[src/rtl/action_ram_pkg.sv]
// Shared types and constants for the action RAM scheduler and its return pipeline.
package action_ram_pkg;

    localparam int ACT_DATA_W = 16;
    localparam int ACT_ADDR_W = 8;
    localparam int RD_LAT_MAX = 4;

    typedef enum logic [0:0] {
        PRIO_RD = 1'b0,
        PRIO_WR = 1'b1
    } prio_t;

endpackage

[src/rtl/action_ram_sched_rd_return_pipe.sv]
// Read return pipeline: tags each issued read with a valid bit and delivers the
// RAM word on the cycle it arrives, holding the last word between strobes.
module rd_return_pipe
    import action_ram_pkg::*;
#(
    parameter int DATA_W = ACT_DATA_W,
    parameter int RD_LAT = 1
) (
    input  logic              clk,
    input  logic              rst,
    input  logic              issue,
    input  logic [DATA_W-1:0] ram_rdata,
    output logic              rd_valid,
    output logic [DATA_W-1:0] rd_data,
    output logic              busy
);

    logic [RD_LAT:0]   vld_r;
    logic [DATA_W-1:0] hold_r;

    // Valid-bit shift register; stage 0 lines up with the registered RAM command.
    always_ff @(posedge clk or posedge rst) begin
        if (rst) begin
            vld_r <= '0;
        end else begin
            vld_r <= {vld_r[RD_LAT-1:0], issue};
        end
    end

    // Keep the most recently returned word for the idle cycles between strobes.
    always_ff @(posedge clk or posedge rst) begin
        if (rst) begin
            hold_r <= '0;
        end else if (vld_r[RD_LAT]) begin
            hold_r <= ram_rdata;
        end else begin
            hold_r <= hold_r;
        end
    end

    // The strobe cycle is the cycle the RAM word is valid, so it is forwarded
    // directly then; the held copy covers every other cycle.
    assign rd_valid = vld_r[RD_LAT];
    assign rd_data  = vld_r[RD_LAT] ? ram_rdata : hold_r;
    assign busy     = |vld_r;

endmodule

[src/rtl/action_ram_sched.sv]
// Round-robin scheduler sharing one action RAM port between the policy read
// requester and the Q-update write requester.
module action_ram_sched
    import action_ram_pkg::*;
#(
    parameter int DATA_W = ACT_DATA_W,
    parameter int ADDR_W = ACT_ADDR_W,
    parameter int RD_LAT = 1
) (
    input  logic              clk,
    input  logic              rst,
    input  logic              rd_req,
    input  logic [ADDR_W-1:0] rd_addr,
    output logic              rd_gnt,
    output logic              rd_valid,
    output logic [DATA_W-1:0] rd_data,
    input  logic              wr_req,
    input  logic [ADDR_W-1:0] wr_addr,
    input  logic [DATA_W-1:0] wr_data,
    output logic              wr_gnt,
    output logic              ram_en,
    output logic              ram_we,
    output logic [ADDR_W-1:0] ram_addr,
    output logic [DATA_W-1:0] ram_wdata,
    input  logic [DATA_W-1:0] ram_rdata,
    output logic              busy
);

    prio_t             state_r;
    prio_t             next_state_s;
    logic              rd_gnt_s;
    logic              wr_gnt_s;
    logic              ram_en_r;
    logic              ram_we_r;
    logic [ADDR_W-1:0] ram_addr_r;
    logic [DATA_W-1:0] ram_wdata_r;

    // Arbitration: a lone requester always wins; on contention the state picks,
    // and every grant hands priority to the other side.
    always_comb begin
        rd_gnt_s     = 1'b0;
        wr_gnt_s     = 1'b0;
        next_state_s = state_r;
        if (rst) begin
            next_state_s = state_r;
        end else if (rd_req && wr_req) begin
            case (state_r)
                PRIO_RD: begin
                    rd_gnt_s     = 1'b1;
                    next_state_s = PRIO_WR;
                end
                PRIO_WR: begin
                    wr_gnt_s     = 1'b1;
                    next_state_s = PRIO_RD;
                end
                default: begin
                    rd_gnt_s     = 1'b1;
                    next_state_s = PRIO_WR;
                end
            endcase
        end else if (rd_req) begin
            rd_gnt_s     = 1'b1;
            next_state_s = PRIO_WR;
        end else if (wr_req) begin
            wr_gnt_s     = 1'b1;
            next_state_s = PRIO_RD;
        end else begin
            next_state_s = state_r;
        end
    end

    // Priority state register.
    always_ff @(posedge clk or posedge rst) begin
        if (rst) begin
            state_r <= PRIO_RD;
        end else begin
            state_r <= next_state_s;
        end
    end

    // RAM command register; write data is only reloaded by write grants.
    always_ff @(posedge clk or posedge rst) begin
        if (rst) begin
            ram_en_r    <= 1'b0;
            ram_we_r    <= 1'b0;
            ram_addr_r  <= '0;
            ram_wdata_r <= '0;
        end else begin
            ram_en_r <= rd_gnt_s | wr_gnt_s;
            ram_we_r <= wr_gnt_s;
            if (wr_gnt_s) begin
                ram_addr_r  <= wr_addr;
                ram_wdata_r <= wr_data;
            end else if (rd_gnt_s) begin
                ram_addr_r  <= rd_addr;
                ram_wdata_r <= ram_wdata_r;
            end else begin
                ram_addr_r  <= ram_addr_r;
                ram_wdata_r <= ram_wdata_r;
            end
        end
    end

    assign rd_gnt    = rd_gnt_s;
    assign wr_gnt    = wr_gnt_s;
    assign ram_en    = ram_en_r;
    assign ram_we    = ram_we_r;
    assign ram_addr  = ram_addr_r;
    assign ram_wdata = ram_wdata_r;

    rd_return_pipe #(
        .DATA_W (DATA_W),
        .RD_LAT (RD_LAT)
    ) u_rd_return_pipe (
        .clk       (clk),
        .rst       (rst),
        .issue     (rd_gnt_s),
        .ram_rdata (ram_rdata),
        .rd_valid  (rd_valid),
        .rd_data   (rd_data),
        .busy      (busy)
    );

endmodule
[config.mk]
export PLATFORM = sky130hd
export DESIGN_NAME = action_ram_sched
export DESIGN_NICKNAME = d
export VERILOG_FILES = /design/src/rtl/action_ram_pkg.sv /design/src/rtl/action_ram_sched_rd_return_pipe.sv /design/src/rtl/action_ram_sched.sv
export SDC_FILE = /design/constraint.sdc
export NUM_CORES = 1
export LEC_CHECK = 0
export BUFFER_PORTS_ARGS = -buffer_cell sky130_fd_sc_hd__buf_2
export CELL_PAD_IN_SITES_DETAIL_PLACEMENT = 1
export CELL_PAD_IN_SITES_GLOBAL_PLACEMENT = 1
export CORE_MARGIN = 8
export CORE_UTILIZATION = 37
export DETAILED_ROUTE_END_ITERATION = 10
export PLACE_DENSITY = 0.95
export SLEW_MARGIN = 5
export SYNTH_ARGS = -nofsm -noshare
export SYNTH_HDL_FRONTEND = slang
export SYNTH_SLANG_ARGS = --single-unit
[constraint.sdc]
create_clock -name clk -period 3.6 [get_ports clk]
set_clock_uncertainty 0.15 [all_clocks]
set_input_delay 0.54 -clock clk [delete_from_list [all_inputs] [get_ports clk]]
set_output_delay 0.54 -clock clk [all_outputs]
set_load 0.005 [all_outputs]
==> summary.txt, run 1 <==
Power
  – Power per Cell Area: roughly 510 mW/mm²
  – Pleak: 0.00120 µW
  – Worst vdd ir: 0.194 mV

Clock network
  – CTS buffer count: 5
  – H-tree Lvls: 2
  – Clk_lat worst skew: around 0.29 ns
  – CTS Hold Buffers Added: 0
  – CTS max path bufs: 2
  – # clock sinks: 45
  – Post-CTS Setup Repair Bufs: 0
  – Clk pin slew, worst setup/hold paths: 0.08 ns
  – CTS-repair resized insts: 0
  – TritonCTS clock tree: done
  – CTS Root Cell: clkbuf_8

Floorplanning
  – Height of the die: about 87 µm
  – Site Rows: 26
  – Die W: 87.2 µm
  – Placeable Area: approximately 0.005 mm²
  – Initial core utilization: 37.5%
  – # IOs: 98
  – Total die area: around 0.0076 mm²

GRT
  – Total grt overflow: 0
  – First-pass GRT wire length: 8470 µm
  – GRT Overall Usage: between 10 and 15%
  – Vias in the first global route: around 1600
  – Largest net degree at the start of global routing: 30
  – Number of antenna violations at the first check in global routing: 0

Finish
  – Fin nets: about 280
  – Final Util: 49.1%
  – Area Growth Syn to Fin: 31.0%
  – Most frequent cells in the layout: buf_2, dfrtp_1, mux2_2, mux2_4
  – Most common cell after layout, fill and taps aside: buf_2
  – Non-filler cells in the finished layout: 294
  – Layout cells sized above 1: a little over 60%
  – Design area: 0.00246 mm²
  – Ant diodes: 0

Route
  – Drt initial violations: 40
  – WL/cell: 17.8 µm
  – Routed vias/inst: 4.74
  – DR DRC count: 0
  – Post-route antenna net violation count: 0
  – Initial DRT Pass Iterations: 4
  – Routed vias: 1395
  – Final wirelength: 5230 µm

Placed design
  – IO buf count: 97
  – Placed cells: 287
  – Final Wtd Congestion: 0.793
  – Placed Area: 0.00237 mm²
  – DP HPWL: around 4200 µm

Timing
  – Transition time of the tightest slew-check pin: 0.701 ns
  – FMAX: between 0.4 and 0.5 GHz
  – Fin crit share: 67.5%
  – RSZ-0062 raised after global routing: no
  – Setup TNS: 0 ns
  – Minimum clock period: 2.43 ns
  – Max-slew headroom: 53.3%
  – Final setup viols: 0
  – Final Max Slew Viols: 0
  – Fin. Hold Viols: 0

Logic synthesis
  – Top-area cell type share of the netlist area: 60.0%
  – Gate Count Post-Synth: between 100 and 150
  – Synthesis Warnings: 0
  – Post-synth EDFFs: 0
  – Synth top area cells: dfrtp_1, mux2_2, mux2_4
  – Flops & latches, synth: between 40 and 50
  – Distinct cell type count after synthesis: 21
  – Syn_nets: between 150 and 200
  – Largest area contributor in the netlist: dfrtp_1
  – Avg Cell Area, Syn: 14.7 µm²
  – Async SR Flop Fraction: 100%
  – Post-Syn Area: about 0.0019 mm²
  – Most used DFF post-synth: dfrtp_1
  – Post-synthesis sequential area ratio: 60.0%

Critical path
  – Crit-path max FO: 18
  – CP startpoint kind: register
  – Crit Path Class: register to output pin
  – WP data arrival: 1.74 ns
  – WP data required: 2.91 ns
  – Crit. End Element: output pin

Hold path
  – Hold Crit Class: input port to async pin

Flow run
  – Max Cap Violations: 0

Outcome
  – Status: finished clean
[worst paths after layout]
kind                                                      from                              endpoint  slack [ns]  cells past startpoint
setup / recovery                           state_r$_DFFE_PP0P_                                wr_gnt        1.17                      3
hold / removal                                             rst               ram_addr[0]$_DFFE_PP0P_        0.18                      2
setup reg to reg                           state_r$_DFFE_PP0P_              ram_wdata[8]$_DFFE_PP0P_        1.70                      3
hold reg to reg            u_rd_return_pipe.vld_r[0]$_DFF_PP0_   u_rd_return_pipe.vld_r[1]$_DFF_PP0_        0.25                      0
max in group asynchronous                                  rst  u_rd_return_pipe.hold_r[7]$_DFF_PP0_        2.37                      3
min in group clk           u_rd_return_pipe.vld_r[0]$_DFF_PP0_   u_rd_return_pipe.vld_r[1]$_DFF_PP0_        0.25                      0
[synthesized netlist by cell type (2+ instances only)]
cell type and n:
dfrtp_1 45, a31oi_1 8, clkinv_1 2, buf_6 4, mux2_1 2, mux2_4 9, buf_2 3, mux2_2 21
nor2_1 8, o2111ai_1 8, o21ai_0 8
[area by class of cell]
| type | count | area, µm² |
|---|---|---|
| Sequential cell | 45 | 1130 |
| Clock buffer | 7 | 86.3 |
| Fill cell | 571 | 2550 |
| Multi-Input combinational cell | 71 | 657 |
| Inverter | 3 | 11.3 |
| Tap cell | 70 | 87.6 |
| Timing Repair Buffer | 98 | 493 |
[flip-flops by register name (all words and copies together), names as in the netlist]
register,cells
ram_addr,8
ram_wdata,16
u_rd_return_pipe.hold_r,16
state_r,1
u_rd_return_pipe.vld_r,2
ram_en,1
ram_we,1
[power breakdown]
part,switching (µW),internal (µW)
Combinational,127,164
Sequential,43.7,594
Clock,162,153
[stage by stage]
| step | hold WS [ns] | total power (µW) | setup slack (ns) |
|---|---|---|---|
| 6_report | 0.177 | 1240 | 1.17 |
| 5_1_grt | 0.214 | 1320 | 1.06 |
| 4_1_cts | 0.179 | 1270 | 1.16 |
| 3_5_place_dp | 0.246 | 949 | 1.38 |
| 3_3_place_gp | 0.225 | 927 | 1.46 |
| 2_1_floorplan | 0.196 | 798 | 1.26 |
[critical path, stage by stage (launching register included)]
cell and delay [ns]:
dfrtp_1 0.53, and2b_1 0.36, nor2_8 0.35, buf_2 0.20
[routing by layer]
| metal | vias up | track usage (%) | share of wire [%] |
|---|---|---|---|
| met1 | 683 | 16.2 | 40 |
| met3 | 5 | 4.72 | 7.2 |
| met5 | - | 0 | 0 |
| li1 | 650 | - | - |
| met4 | 0 | 2.81 | 0.65 |
| met2 | 57 | 25.1 | 52 |
[logic make-up (layout without fill, tap and decap cells)]
kind of cell / after synthesis / in the layout / share of synthesized area (%)
mux: 32 / 32 / 21.0
buf+inv: 12 / 108 / 5.06
simple gates: 12 / 12 / 4.13
compound gates: 27 / 27 / 9.86
flops: 45 / 45 / 60.0
Note: power is estimated with default switching activity, not from simulation.
==> run 2: changes to the inputs <==
--- a/config.mk
+++ b/config.mk
@@ -9,9 +9,9 @@
 export CELL_PAD_IN_SITES_DETAIL_PLACEMENT = 1
 export CELL_PAD_IN_SITES_GLOBAL_PLACEMENT = 1
 export CORE_MARGIN = 8
-export CORE_UTILIZATION = 37
+export CORE_UTILIZATION = 31
 export DETAILED_ROUTE_END_ITERATION = 10
-export PLACE_DENSITY = 0.95
+export PLACE_DENSITY = 0.88
 export SLEW_MARGIN = 5
 export SYNTH_ARGS = -nofsm -noshare
 export SYNTH_HDL_FRONTEND = slang
==> constraint.sdc (replaced) <==
create_clock -name clk -period 2.15 [get_ports clk]
set_clock_uncertainty 0.15 [all_clocks]
set_input_delay 0.3225 -clock clk [delete_from_list [all_inputs] [get_ports clk]]
set_output_delay 0.3225 -clock clk [all_outputs]
set_load 0.005 [all_outputs]
==> run 2 against run 1 <==
Non-clock buffer count increased by 4. Die area increased by 16%. Sequential power increased by 66%. Power increased by 79%. Via count increased by 1.8%. Combinational power increased by 72%. Critical path type unchanged. Critical endpoint is now rd_gnt. Largest cell class unchanged.
==> summary.txt, run 2 (synthesis results as in run 1) <==
Outcome
  – Status: finished clean

Finish
  – Non-filler cells in the finished layout: 304
  – Fin nets: 280
  – Layout cells sized above 1: a little over three fifths
  – Most frequent cells in the layout: buf_2, dfrtp_1, mux2_2, mux2_4
  – Ant diodes: 0
  – Most common cell after layout, fill and taps aside: buf_2
  – Area Growth Syn to Fin: 35.0%

Critical path
  – Worst path top cell family by delay: compound AO/OA/AOI/OAI gates
  – Buf/Inv on CP: 2
  – Crit-path cells: buf_4 -> a211oi_1 -> buf_2
  – Crit-path max FO: 10
  – Crit. End Element: output pin
  – WP data required: around 1.7 ns
  – Critical Path Max Stage Delay: 0.48 ns
  – Max stage delay cell, worst path: a211oi_1
  – WP data arrival: 1.56 ns
  – Crit Path Class: register to output pin
  – CP startpoint kind: register

Timing
  – Minimum clock period: just over 2 ns
  – Fin crit share: around 95%
  – Fin. Hold Viols: 0
  – FMAX: 0.491 GHz
  – Max-slew headroom: 63.5%
  – Transition time of the tightest slew-check pin: 0.544 ns
  – Final setup viols: 0
  – Worst setup margin: around 0.11 ns
  – Final Max Slew Viols: 0
  – RSZ-0062 raised after global routing: no
  – Setup TNS: 0 ns
  – Min Hold Slack: 0.104 ns

Clock network
  – Post-CTS Setup Repair Bufs: 0
  – CTS Root Cell: clkbuf_8
  – CTS buffer count: 5
  – TritonCTS clock tree: done
  – CTS max path bufs: 2
  – # clock sinks: 45
  – H-tree Lvls: 2
  – Clk_lat worst skew: 0.29 ns
  – Clk pin slew, worst setup/hold paths: 0.09 ns

Floorplanning
  – Initial core utilization: a little under a third
  – Placeable Area: 0.00589 mm²
  – Die W: 93.8 µm
  – Site Rows: 28
  – Height of the die: 93.8 µm
  – Total die area: 0.00881 mm²
  – # IOs: just under 100

GRT
  – GRT Overall Usage: around an eighth
  – Number of antenna violations at the first check in global routing: 0
  – Largest net degree at the start of global routing: 28
  – Total grt overflow: 0
  – Vias in the first global route: 1617
  – First-pass GRT wire length: 8630 µm

Hold path
  – Hold Crit Class: input port to register

Route
  – Routed vias: ~1400
  – Drt initial violations: 14
  – WL/cell: 17.4 µm
  – Post-route antenna net violation count: 0
  – Routed vias/inst: 4.67
  – DR DRC count: 0
  – Initial DRT Pass Iterations: 3
  – Final wirelength: ~5300 µm

Power
  – Power per Cell Area: between 800 and 900 mW/mm²
  – Pleak: about 0.0012 µW
  – Total power: 2220 µW
  – Worst vdd ir: 0.301 mV

Placed design
  – Final Wtd Congestion: 0.741
  – DP HPWL: 4290 µm
  – Dpl ws: 0.328 ns
  – Placed cells: ~300
  – IO buf count: between 90 and 100

Flow run
  – Max Cap Violations: 0
==> run 2: cell count changes in the layout (fill, tap and decap cells not counted) <==
cell | before | now
dfrtp_2 | 0 | 1
dlygate4sd3_1 | 0 | 1
clkinvlp_4 | 0 | 1
dfrtp_1 | 45 | 44
buf_4 | 1 | 4
bufinv_16 | 0 | 1
clkbuf_1 | 1 | 0
==> run 2: stage by stage <==
stage | util, % | instance area (µm²)
floorplan | - | 1880
finish | 43.1 | 2530
global route | 43.1 | 2530
global placement | 40.8 | 2400
detailed placement | 40.8 | 2400
CTS | 43.1 | 2530
==> run 2: final cells by class <==
class	instances	area, µm²
Fill cell	670	3350
Timing Repair Buffer	102	526
Clock inverter	2	37.5
Inverter	3	11.3
Sequential cell	45	1130
Multi-Input combinational cell	71	657
Clock buffer	6	82.6
Tap cell	75	93.8
==> run 2: path summary, 6_finish.rpt <==
kind	startpoint	to	slack (ns)	cells past startpoint
setup / recovery	state_r$_DFFE_PP0P_	rd_gnt	0.11	3
hold / removal	wr_data[11]	ram_wdata[11]$_DFFE_PP0P_	0.10	2
setup reg to reg	state_r$_DFFE_PP0P_	ram_wdata[4]$_DFFE_PP0P_	0.44	3
hold reg to reg	u_rd_return_pipe.vld_r[0]$_DFF_PP0_	u_rd_return_pipe.vld_r[1]$_DFF_PP0_	0.25	0
max in group asynchronous	rst	u_rd_return_pipe.vld_r[1]$_DFF_PP0_	0.82	4
min in group asynchronous	rst	ram_addr[6]$_DFFE_PP0P_	0.39	3
==> run 2: routing by layer <==
metal / share of wire, % / track usage [%] / wire length (µm) / vias to the layer above
li1: - / - / - / 662
met4: 0.97 / 3.96 / 51 / 0
met2: 53 / 22.0 / 2780 / 55
met5: 0 / 0 / 0 / -
met3: 7.5 / 3.92 / 394 / 4
met1: 39 / 13.3 / 2050 / 699
==> run 2: repair_timing <==
action / 4_1_cts / 5_1_grt
hold buffers: 1 / 0
endpoints found under the hold margin: 5 / 0
setup endpoints to repair: 1 / 0
gates resized for setup: 1 / 0
==> run 2: power by group <==
group | leakage [µW] | internal [µW] | switching [µW]
Combinational | 0.000646 | 281 | 220
Clock | 0.0000574 | 378 | 282
Sequential | 0.000528 | 995 | 68.6
Total | 0.00123 | 1650 | 570
==> run 3: changes to the inputs <==
--- a/config.mk
+++ b/config.mk
@@ -5,13 +5,14 @@
 export SDC_FILE = /design/constraint.sdc
 export NUM_CORES = 1
 export LEC_CHECK = 0
+export ABC_AREA = 1
 export BUFFER_PORTS_ARGS = -buffer_cell sky130_fd_sc_hd__buf_2
 export CELL_PAD_IN_SITES_DETAIL_PLACEMENT = 1
 export CELL_PAD_IN_SITES_GLOBAL_PLACEMENT = 1
 export CORE_MARGIN = 8
-export CORE_UTILIZATION = 31
+export CORE_UTILIZATION = 28
 export DETAILED_ROUTE_END_ITERATION = 10
-export PLACE_DENSITY = 0.88
+export PLACE_DENSITY = 0.87
 export SLEW_MARGIN = 5
 export SYNTH_ARGS = -nofsm -noshare
 export SYNTH_HDL_FRONTEND = slang
==> run 3 against run 2 <==
Worst setup slack got worse by 0.015 ns. Global-route usage decreased by 0.21 points. Combinational power decreased by 11%. Register-to-register slack improved by 0.23 ns. First-iteration DRC count increased to 2.5 times the previous value. Die area increased by 7.5%. Clock power decreased by 7.9%. Highest routed layer unchanged.
==> summary.txt, run 3 <==
Logic synthesis
  – Syn_nets: 272
  – Largest family of logic cells by synthesized area: simple AND/OR/NAND/NOR gates
  – Distinct cell type count after synthesis: 15
  – Most common cell in the synthesized netlist: nand2_1
  – Post-synthesis sequential area ratio: 60.9%
  – Synthesis Warnings: 0
  – Gate Count Post-Synth: 220
  – Post-synthesis mux area share: 0%
  – Xor/xnor share of the synthesized area: 0%
  – Synth top area cells: dfrtp_1, nand2_1, inv_1
  – Async SR Flop Fraction: 100%
  – Avg Cell Area, Syn: 8.41 µm²
  – Simple-Gate Fraction of Synth Area: a little under a third
  – Top-area cell type share of the netlist area: 60.9%
  – Synth Area in Compound Gates: 0.812%
  – Post-synthesis adder-cell area fraction: 0%
  – Post-Syn Area: 0.00185 mm²
  – Largest area contributor in the netlist: dfrtp_1
  – Synth top cells by count: nand2_1, dfrtp_1, inv_1
  – Most used DFF post-synth: dfrtp_1
  – Post-synth EDFFs: 0
  – Flops & latches, synth: 45

Outcome
  – Status: finished clean

Finish
  – Design area: between 0.002 and 0.003 mm²
  – Fin nets: 378
  – Fill cell count: about 820
  – Area Growth Syn to Fin: 39.0%
  – Ant diodes: 0
  – Most frequent cells in the layout: nand2_1, buf_2, dfrtp_1, inv_1, nand3_1
  – Most common cell after layout, fill and taps aside: nand2_1
  – Final Util: 40.3%
  – Non-filler cells in the finished layout: 403
  – Layout cells sized above 1: a little over a third

Critical path
  – Max stage delay cell, worst path: dlygate4sd3_1
  – Worst reg2reg path startpoint: state_r$_DFFE_PP0P_
  – WP data arrival: 1.58 ns
  – Reg2reg setup slack: 0.67 ns
  – Buf/Inv on CP: 4
  – CP startpoint kind: input port
  – Crit Path Class: input port to output pin
  – Worst r2r dst: ram_addr[7]$_DFFE_PP0P_
  – Crit-path max FO: 18
  – Crit. End Element: output pin
  – Crit-path cells: dlygate4sd3_1 -> buf_2 -> nor2_4 -> nand2_4 -> inv_4 -> buf_2
  – R2r worst-path depth: 7
  – Worst path top cell family by delay: buffers and inverters
  – Cell mode on critical path: buf_2
  – Critical Path Max Stage Delay: 0.53 ns
  – WP data required: 1.68 ns

Clock network
  – CTS buffer count: 5
  – H-tree Lvls: 2
  – # clock sinks: 45
  – TritonCTS clock tree: done
  – CTS-repair resized insts: 0
  – CTS max path bufs: 2
  – CTS Root Cell: clkbuf_8
  – Clk_lat worst skew: 0.29 ns
  – Clk pin slew, worst setup/hold paths: 0.08 ns

Power
  – Comb pwr share: 21.4%
  – Switching power share of the total: around 27%
  – Power per Cell Area: 813 mW/mm²
  – Clock power frac: between 20 and 30%
  – Pleak: 0.00158 µW
  – Internal: ~1500 µW
  – Net Sw Power: about 570 µW
  – Worst vdd ir: 0.314 mV
  – Register share of total power: 49.5%

Floorplanning
  – # IOs: approximately 100
  – Site Rows: 29
  – Initial core utilization: 29.0%
  – Height of the die: between 90 and 100 µm
  – Total die area: about 0.0095 mm²
  – Placeable Area: between 0.006 and 0.007 mm²
  – Die W: 97.3 µm

Route
  – Post-route antenna net violation count: 0
  – Final wirelength: 5570 µm
  – DR DRC count: 0
  – WL/cell: around 14 µm
  – Drt initial violations: 35
  – Initial DRT Pass Iterations: 4
  – Routed vias/inst: roughly 4.3
  – Routed vias: 1735

GRT
  – First-pass GRT wire length: slightly below 10000 µm
  – Vias in the first global route: 1957
  – Largest net degree at the start of global routing: 26
  – Total grt overflow: 0
  – Number of antenna violations at the first check in global routing: 0
  – GRT Overall Usage: 12.1%

Timing
  – Setup TNS: 0 ns
  – Final Max Slew Viols: 0
  – Minimum clock period: 2.05 ns
  – Min Hold Slack: 0.0715 ns
  – Max-slew headroom: about 67%
  – RSZ-0062 raised after global routing: no
  – Fin. Hold Viols: 0
  – FMAX: 0.487 GHz
  – Fin crit share: between 90 and 100%
  – Final setup viols: 0
  – Transition time of the tightest slew-check pin: 0.500 ns

Placed design
  – Final Wtd Congestion: between 0.8 and 0.9
  – DP HPWL: 4370 µm
  – IO buf count: 97
  – Placed cells: 391
  – Placed Area: about 0.0024 mm²

Hold path
  – Hold_sp: wr_data[4]
  – WHS Endpoint: ram_wdata[4]$_DFFE_PP0P_
  – Hold Crit Class: input port to register
  – Hold Crit Depth: 3

Flow run
  – Max Cap Violations: 0
[run 3: cell types whose count changed after synthesis, sizes merged, moves of 2 or more]
cell	before	now
o21ai	8	2
nand3	0	16
clkinv	2	0
a31oi	8	0
buf	8	6
mux2	32	0
inv	1	24
nor2	9	2
nand2	0	122
o2111ai	8	0
[run 3: how the worst max path moves through the flow]
stage	startpoint	to	slack, ns	cells past startpoint
2_1_floorplan	rst	ram_addr[0]$_DFFE_PP0P_	0.62	1
3_3_place_gp	rst	wr_gnt	0.59	5
3_5_place_dp	rst	wr_gnt	0.57	5
4_1_cts	rst	wr_gnt	0.02	6
5_1_grt	rst	wr_gnt	0.02	6
6_report	rst	wr_gnt	0.1	6
[run 3: cell type report]
type | instances | area (µm²) | area share (%)
clock buffers | 5 | 68.8 | 2.68
clock inverters | 2 | 35.0 | 1.36
flip-flops and latches | 45 | 1130 | 43.8
well taps | 77 | 96.3 | 3.75
inverters | 24 | 92.6 | 3.60
multi-input cells | 144 | 584 | 22.7
repair buffers | 106 | 568 | 22.1
[run 3: worst register-to-register path, stage by stage, from the launching register on]
cell and delay, ns:
dfrtp_1 0.37, inv_1 0.09, nand2_2 0.15, nand2_4 0.12, buf_4 0.26, nand2_1 0.10
nand3_1 0.07, nand2_1 0.06
[run 3: metrics by stage]
step / power (µW) / setup slack [ns]
2_1_floorplan: 1250 / 0.618
3_3_place_gp: 1480 / 0.587
3_5_place_dp: 1510 / 0.573
4_1_cts: 2130 / 0.0197
5_1_grt: 2240 / 0.0236
6_report: 2090 / 0.0977
[run 3: power groups by stage]
stage          Sequential [µW]  Combinational (µW)  Clock, µW
2_1_floorplan             1050                 200          0
3_3_place_gp              1050                 438          0
3_5_place_dp              1050                 457          0
4_1_cts                   1040                 459        639
5_1_grt                   1050                 519        671
6_report                  1040                 448        608
[run 3: cells by family after synthesis]
family                 count (synthesis)
AOI/OAI and AO/OA                      3
DFF                                   45
buffers and inverters                 31
and+or+nand+nor                      141
[run 3: what timing repair did]
action | CTS | global route
hold buffers | 1 | 0
endpoints found under the hold margin | 20 | 0
endpoints found under the setup margin | 0 | 1
setup buffers | 0 | 4
[run 3: routing by layer]
metal / wire length, µm / vias up / track usage [%] / share of wire [%]
met2: 2760 / 56 / 20.8 / 50
met1: 2340 / 809 / 13.6 / 42
met5: 0 / - / 0 / 0
li1: - / 863 / - / -
met3: 403 / 7 / 4.84 / 7.2
met4: 65 / 0 / 2.80 / 1.2
